[config.mk]
export PLATFORM = sky130hd
export DESIGN_NAME = p2s_shifter
export DESIGN_NICKNAME = d
export VERILOG_FILES = /design/src/rtl/p2s_shifter.sv
export SDC_FILE = /design/constraint.sdc
export NUM_CORES = 1
export LEC_CHECK = 0
export CAP_MARGIN = 20
export CORE_MARGIN = 2
export CORE_UTILIZATION = 49
export CTS_BUF_LIST = sky130_fd_sc_hd__clkbuf_4
export CTS_CLUSTER_SIZE = 40
export DETAILED_ROUTE_END_ITERATION = 8
export GPL_ROUTABILITY_DRIVEN = 1
export PLACE_DENSITY_LB_ADDON = 0.25
export RECOVER_POWER = 25
export SLEW_MARGIN = 0
export SYNTH_ARGS = -nofsm -noshare
export SYNTH_HDL_FRONTEND = slang
export SYNTH_SLANG_ARGS = --single-unit
[constraint.sdc]
create_clock -name clk -period 1.77 [get_ports clk]
set_clock_uncertainty 0.2 [all_clocks]
set_input_delay 0.2655 -clock clk [delete_from_list [all_inputs] [get_ports clk]]
set_output_delay 0.2655 -clock clk [all_outputs]
set_load 0.02 [all_outputs]
[src/rtl/p2s_shifter.sv]
// Parallel-in/serial-out transmitter: MSB first, one bit per non-stalled cycle, done pulse after the last bit.
// Latency: first bit in the cycle after acceptance. Backpressure: ready only in IDLE, and stall freezes shifting.
module p2s_shifter #(
   parameter int WIDTH = 8
) (
   input  logic             clk,
   input  logic             reset,
   input  logic             load,
   input  logic [WIDTH-1:0] din,
   input  logic             stall,
   output logic             ready,
   output logic             sout,
   output logic             bit_en,
   output logic             busy,
   output logic             done
);

   localparam int CW = $clog2(WIDTH + 1);

   typedef enum logic {IDLE, SHIFT} state_t;

   state_t           state;
   logic [WIDTH-1:0] shreg;
   logic [CW-1:0]    cnt;

   always_ff @(posedge clk) begin
      if (reset) begin
         state <= IDLE;
         shreg <= '0;
         cnt   <= '0;
         done  <= 1'b0;
      end else begin
         done <= 1'b0;
         case (state)
            IDLE: begin
               if (load) begin
                  shreg <= din;
                  cnt   <= CW'(WIDTH);
                  state <= SHIFT;
               end
            end
            SHIFT: begin
               // A stalled cycle holds everything, so the current bit is simply repeated.
               if (!stall) begin
                  shreg <= {shreg[WIDTH-2:0], 1'b0};
                  cnt   <= cnt - CW'(1);
                  if (cnt == CW'(1)) begin
                     state <= IDLE;
                     done  <= 1'b1;
                  end
               end
            end
            default: state <= IDLE;
         endcase
      end
   end

   assign ready  = (state == IDLE);
   assign busy   = (state == SHIFT);
   assign sout   = shreg[WIDTH-1];
   assign bit_en = (state == SHIFT) && !stall;

endmodule
==> metrics.md, run 1 <==
| Metric | Value |
|---|---|
| Status | completed |
| Area share of the leading cell type in the synthesized netlist | 42.67% |
| Combinational power share | 21.8% |
| RSZ-0062 raised after global routing | false |
| Count leader, synth | dfxtp_1 |
| Vias per inst | 5.333 |
| Area of the core | 1269 µm² |
| Synth-to-Final Area Change | 34.67% |
| Cell variety after synth | 23 |
| Row count | 13 |
| WP buf/inv | 3 |
| Arrival @ worst endpoint | 1.25 ns |
| Startpoint types | input pin |
| Slew margin rel. | 79.41% |
| CP max FO | 2 |
| Final Net Count | 108 |
| CTS tree | built |
| Iteration-0 DRC Markers | 7 |
| Post-route worst setup slack | 0.05601 ns |
| CP Data Required Time | 1.30 ns |
| Synth Flop Type | dfxtp_1 |
| Largest area contributor in the netlist | dfxtp_1 |
| Fin crit period | 1.714 ns |
| Drt total wl | 1.311 mm |
| Clock Tree Buf Depth | 2 |
| Filler Cells Inserted | 101 |
| Switching Share | 27.72% |
| Wire per inst | 12.14 µm |
| Fmax achieved | 0.5834 GHz |
| Synth Warn # | 0 |
| Die Footprint | 1650 µm² |
| Initial antenna violation count | 0 |
| Die height | 40.62 µm |
| Hold_buf cts | 0 |
| Period utilization | 96.84% |
| LEAKAGE | 0.3509 nW |
| Gate Count Post-Synth | 70 |
| CP max stage cell | clkdlybuf4s50_1 |
| Number of flops mapped to enable cells by yosys | 0 |
| Sink Count | 14 |
| I/O pin count | 17 |
| Power density over the cells | 787.8 nW/µm² |
| Htree depth | 1 |
| Clock share of power | 26.9% |
| Drt drc | 0 |
| Layout cells sized above 1 | 15.05% |
| First-pass GRT wire length | 2.152 mm |
| Net switching power | 0.1931 mW |
| Antenna Violating Nets Remaining | 0 |
| TritonCTS Buffers | 3 |
| Initial Util | 51.78% |
| Post-detail-place hpwl | 1.002 mm |
| Top post-synthesis cells by count | 14 x dfxtp_1, 7 x a211oi_1, 7 x mux2i_1, 7 x nor3_1, 5 x a21oi_1 |
| Yosys reg bits | 14 |
| Internal power | 0.5037 mW |
| Synth Net Count | 84 |
| Die Wd | 40.62 µm |
| Sequential share of power | 51.3% |
| Syn_area_per_cell | 9.384 µm² |
| Crit path kind | input pin to output pin |
| Min Hold Slack | 0.2881 ns |
| Worst vdd ir | 0.5231 mV |
| Async SR Flop Fraction | 0% |
| Crit path capture type | output pin |
| Final setup violation count | 0 |
| HP Class | register to register |
| Crit path largest cell delay | 0.41 ns |
| Number of detailed-route iterations in the first pass | 4 |
| Largest net degree at the start of global routing | 13 |
| Seq/Total Area, Yosys | 42.67% |
| Final hold vios | 0 |
| Fin. max-slew vios | 0 |
| Latest clock arrival within the worst-skew pair | 0.28 ns |
| ANT cells | 0 |
| Total GRT Usage | 20.00% |
| Max-cap violations | 0 |
| Top post-synthesis cells by area | dfxtp_1 43%, mux2i_1 11%, a211oi_1 8.0% |
| IO buf count | 16 |
| Slew @ Worst Pin | 0.3049 ns |
| Worst path top cell family by delay | buffers and inverters |
| Total global routing overflow | 0 |
| CTS root buffer | clkbuf_4 |
| Post-Place Worst Slack | -0.2180 ns |
| CTS clk-pin slew, worst paths | 0.09 ns |
| Total number of vias | 576 |
| CP Cell Sequence | clkdlybuf4s50_1, nand2b_2, clkinv_2, dlygate4sd2_1 |
| Vias in the first global route | 515 |
| GPL Wtd Cong | 0.7680 |
| Mapped cell area | 656.9 µm² |
## per-stage QoR
stage	setup TNS, ns	cell area (µm²)	std cells	util [%]	power (mW)
detailed placement	-0.2761	862.1	104	67.95	0.5212
finish	0	884.6	108	69.72	0.6969
global placement	-0.2083	862.1	104	67.95	0.5163
CTS	0	884.6	108	69.72	0.7058
floorplan	0	656.9	70	-	0.4543
global route	0	884.6	108	69.72	0.7282
## worst reg2reg max path: stages (launching register included)
cell and delay, ns:
dfxtp_1 0.33, buf_4 0.16, buf_4 0.18, nor2b_1 0.12
buf_4 0.17, nor3_1 0.06, a211oi_1 0.24
## routing by layer
metal | up-vias | GRT usage (%) | part of all wire [%]
li1 | 302 | - | -
met1 | 263 | 25.00 | 47
met2 | 9 | 32.94 | 50
met3 | 2 | 3.261 | 2.9
met4 | 0 | 10.00 | 0.38
met5 | - | 0 | 0
## layout by cell type (no fill, tap or decap)
cell and count:
nor4_1 1, mux2i_1 7, nand2b_2 1, nor3_1 7, and3b_1 1, nor2b_1 1, o41ai_1 1, nor2_1 2
nand2b_1 3, clkinv_1 1, clkbuf_4 3, a311oi_1 1, buf_4 7, ha_1 2, dfxtp_1 14, or2_2 1
a311oi_2 1, nand3_1 4, clkdlybuf4s50_1 13, clkinv_2 1, nand2_1 3, dlygate4sd2_1 3, a21oi_1 5, a211oi_1 7
inv_1 3
## area by class of cell
| type | instances | area (µm²) | share of cell area, % |
|---|---|---|---|
| Multi-Input combinational cell | 48 | 334.1 | 37.77 |
| Sequential cell | 14 | 280.3 | 31.68 |
| Timing Repair Buffer | 23 | 209.0 | 23.62 |
| Clock buffer | 3 | 22.52 | 2.546 |
| Tap cell | 15 | 18.77 | 2.122 |
| Inverter | 4 | 16.27 | 1.839 |
| Clock inverter | 1 | 3.754 | 0.4243 |
## cells by family after synthesis
group	share of synthesized area (%)
AND/OR/NAND/NOR	19.62
AO/OA/AOI/OAI	16.76
flip-flops	42.67
buffers and inverters	6.476
multiplexers	10.67
adder cells (fa/ha/maj)	3.809
## power groups by stage
stage,combinational [mW],clock (mW),sequential (mW)
floorplan,0.0875,0,0.367
global placement,0.153,0,0.363
detailed placement,0.156,0,0.365
CTS,0.154,0.195,0.358
global route,0.169,0.199,0.360
finish,0.152,0.187,0.357
## sequential cells by signal, indices dropped and copies added (netlist names)
| signal | flops |
|---|---|
| shreg | 8 |
| busy | 1 |
| done | 1 |
| cnt | 4 |
## final timing paths
kind	startpoint	endpoint	slack [ns]	depth (start not counted)
setup reg to reg	busy	shreg[1]	0.23	6
setup / recovery	stall	bit_en	0.06	4
hold reg to reg	shreg[0]	shreg[0]	0.29	2
hold / removal	shreg[0]	shreg[0]	0.29	2
## timing repair
item / in CTS / in global routing
setup endpoints to repair: 3 / 0
setup buffers: 0 / 0
resized for setup: 3 / 0
Note: power is estimated with default switching activity, not from simulation.
==> run 2: changes to the inputs <==
SKIP_LAST_GASP = 1   (was default)
==> results of run 2 <==
The final DEF is identical to that of run 1; final timing and power are the same.
==> run 3: changes to the inputs <==
REMOVE_ABC_BUFFERS = 1   (was default)
==> metrics.md, run 3 (synthesis gave the netlist of run 1 again) <==
| Metric | Value |
|---|---|
| Crit path capture type | output pin |
| Die Wd | 40.62 µm |
| Clock Tree Buf Depth | 2 |
| CTS tree | built |
| CP max FO | 3 |
| Most frequent cells in the layout | 14 x dfxtp_1, 13 x clkdlybuf4s50_1, 7 x mux2i_1, 7 x nor3_1, 7 x a211oi_1 |
| Htree depth | 1 |
| Commonest non-fill, non-tap cell in the layout | dfxtp_1 |
| Drt drc | 0 |
| Max reg flops | 8 |
| Post-route worst setup slack | 0.04728 ns |
| Post-detail-place hpwl | 1.061 mm |
| Multi-input gate area in the final layout | 334.1 µm² |
| Worst vdd ir | 0.5235 mV |
| Final hold vios | 0 |
| Fin. max-slew vios | 0 |
| TritonCTS Buffers | 3 |
| Fmax achieved | 0.5805 GHz |
| CP startpoint | stall |
| LEAKAGE | 0.3415 nW |
| RSZ-0062 raised after global routing | false |
| Final setup violation count | 0 |
| ANT cells | 0 |
| R2R setup slack | 0.20 ns |
| Vias in the first global route | 508 |
| Row count | 13 |
| Power density over the cells | 795.6 nW/µm² |
| Largest regs | shreg x8, cnt x4 |
| Area of the core | 1269 µm² |
| CTS clk-pin slew, worst paths | 0.09 ns |
| Initial antenna violation count | 0 |
| Startpoint types | input pin |
| Filler Cells Inserted | 118 |
| Arrival @ worst endpoint | 1.26 ns |
| CP Data Required Time | 1.30 ns |
| Setup TNS | 0 ns |
| Antenna Violating Nets Remaining | 0 |
| Latest clock arrival within the worst-skew pair | 0.28 ns |
| Drt total wl | 1.437 mm |
| Slew margin rel. | 78.03% |
| Register Area | 280.3 µm² |
| Hold Crit Start | shreg[0] |
| Iteration-0 DRC Markers | 5 |
| Wire per inst | 13.31 µm |
| Total GRT Usage | 20.75% |
| Vias per inst | 5.574 |
| IO buf count | 16 |
| Sink Count | 14 |
| Total number of vias | 602 |
| Top reg by flops | shreg |
| Total global routing overflow | 0 |
| Setup Buffers After CTS | 0 |
| Max-cap violations | 0 |
| Status | completed |
| Initial Util | 51.78% |
| Final Net Count | 108 |
| Number of detailed-route iterations in the first pass | 3 |
| HP Class | register to register |
| R2r startpoint | busy |
| Die height | 40.62 µm |
| Layout cells sized above 1 | 13.98% |
| Slew @ Worst Pin | 0.3253 ns |
| Period utilization | 97.33% |
| Min Hold Slack | 0.2774 ns |
| CTS root buffer | clkbuf_4 |
| Crit path kind | input pin to output pin |
| Post-Place Worst Slack | -0.2543 ns |
| GPL Wtd Cong | 0.7316 |
| Synth-to-Final Area Change | 33.52% |
| Largest net degree at the start of global routing | 13 |
| Die Footprint | 1650 µm² |
| I/O pin count | 17 |
| Fin crit period | 1.723 ns |
| Core Util, Final | 69.13% |
| First-pass GRT wire length | 2.187 mm |
==> run 3: changes by cell type in the layout (fill, tap and decap cells not counted), sizes merged <==
cell	delta
buf	-1
clkbuf	+2
clkdlybuf4s15	+1
dlygate4sd2	-2
==> run 3: worst paths after layout <==
| check | end | cells after the start |
|---|---|---|
| setup / recovery | bit_en | 4 |
| setup reg to reg | cnt[2] | 4 |
| hold reg to reg | shreg[0] | 2 |
| hold / removal | shreg[0] | 2 |
==> run 3: timing repair <==
action                                 in CTS  in global routing
endpoints found under the hold margin       0                  0
setup endpoints to repair                   3                  2
gates resized for setup                     3                  2
hold buffers                                0                  0
cloned                                      0                  0
==> run 3: layer usage <==
| metal | global-route usage, % | wire length [µm] | vias up | share of wire (%) |
|---|---|---|---|---|
| met5 | 0 | 0 | - | 0 |
| met4 | 10.00 | 13 | 0 | 0.90 |
| li1 | - | - | 301 | - |
| met2 | 33.73 | 704 | 12 | 49 |
| met3 | 4.891 | 53 | 2 | 3.7 |
| met1 | 25.59 | 666 | 287 | 46 |
==> run 3: cell type report <==
type	count	share of cell area [%]
repair buffers	23	22.97
flip-flops and latches	14	31.95
multi-input cells	48	38.09
well taps	15	2.140
clock inverters	1	0.4280
inverters	4	1.854
clock buffers	3	2.568
==> run 3: report_power, final <==
part	total (mW)	leakage, nW	switching [mW]	internal [mW]
clock network	0.186	0.0154	0.105	0.0817
registers	0.360	0.116	0.0192	0.341
logic	0.152	0.210	0.0716	0.0803
==> run 3: stage by stage <==
step           std cells  area, µm²  power [mW]
6_report             108      877.1      0.6978
5_1_grt              108      877.1      0.7330
4_1_cts              108      887.1      0.7075
3_5_place_dp         104      862.1      0.5235
3_3_place_gp         104      862.1      0.5178
2_1_floorplan         66      630.6      0.4460
==> run 3: worst max-delay path, stage by stage <==
cell	delay [ns]
clkdlybuf4s50_1	0.43
nand2b_2	0.21
clkinv_2	0.06
clkdlybuf4s15_1	0.29
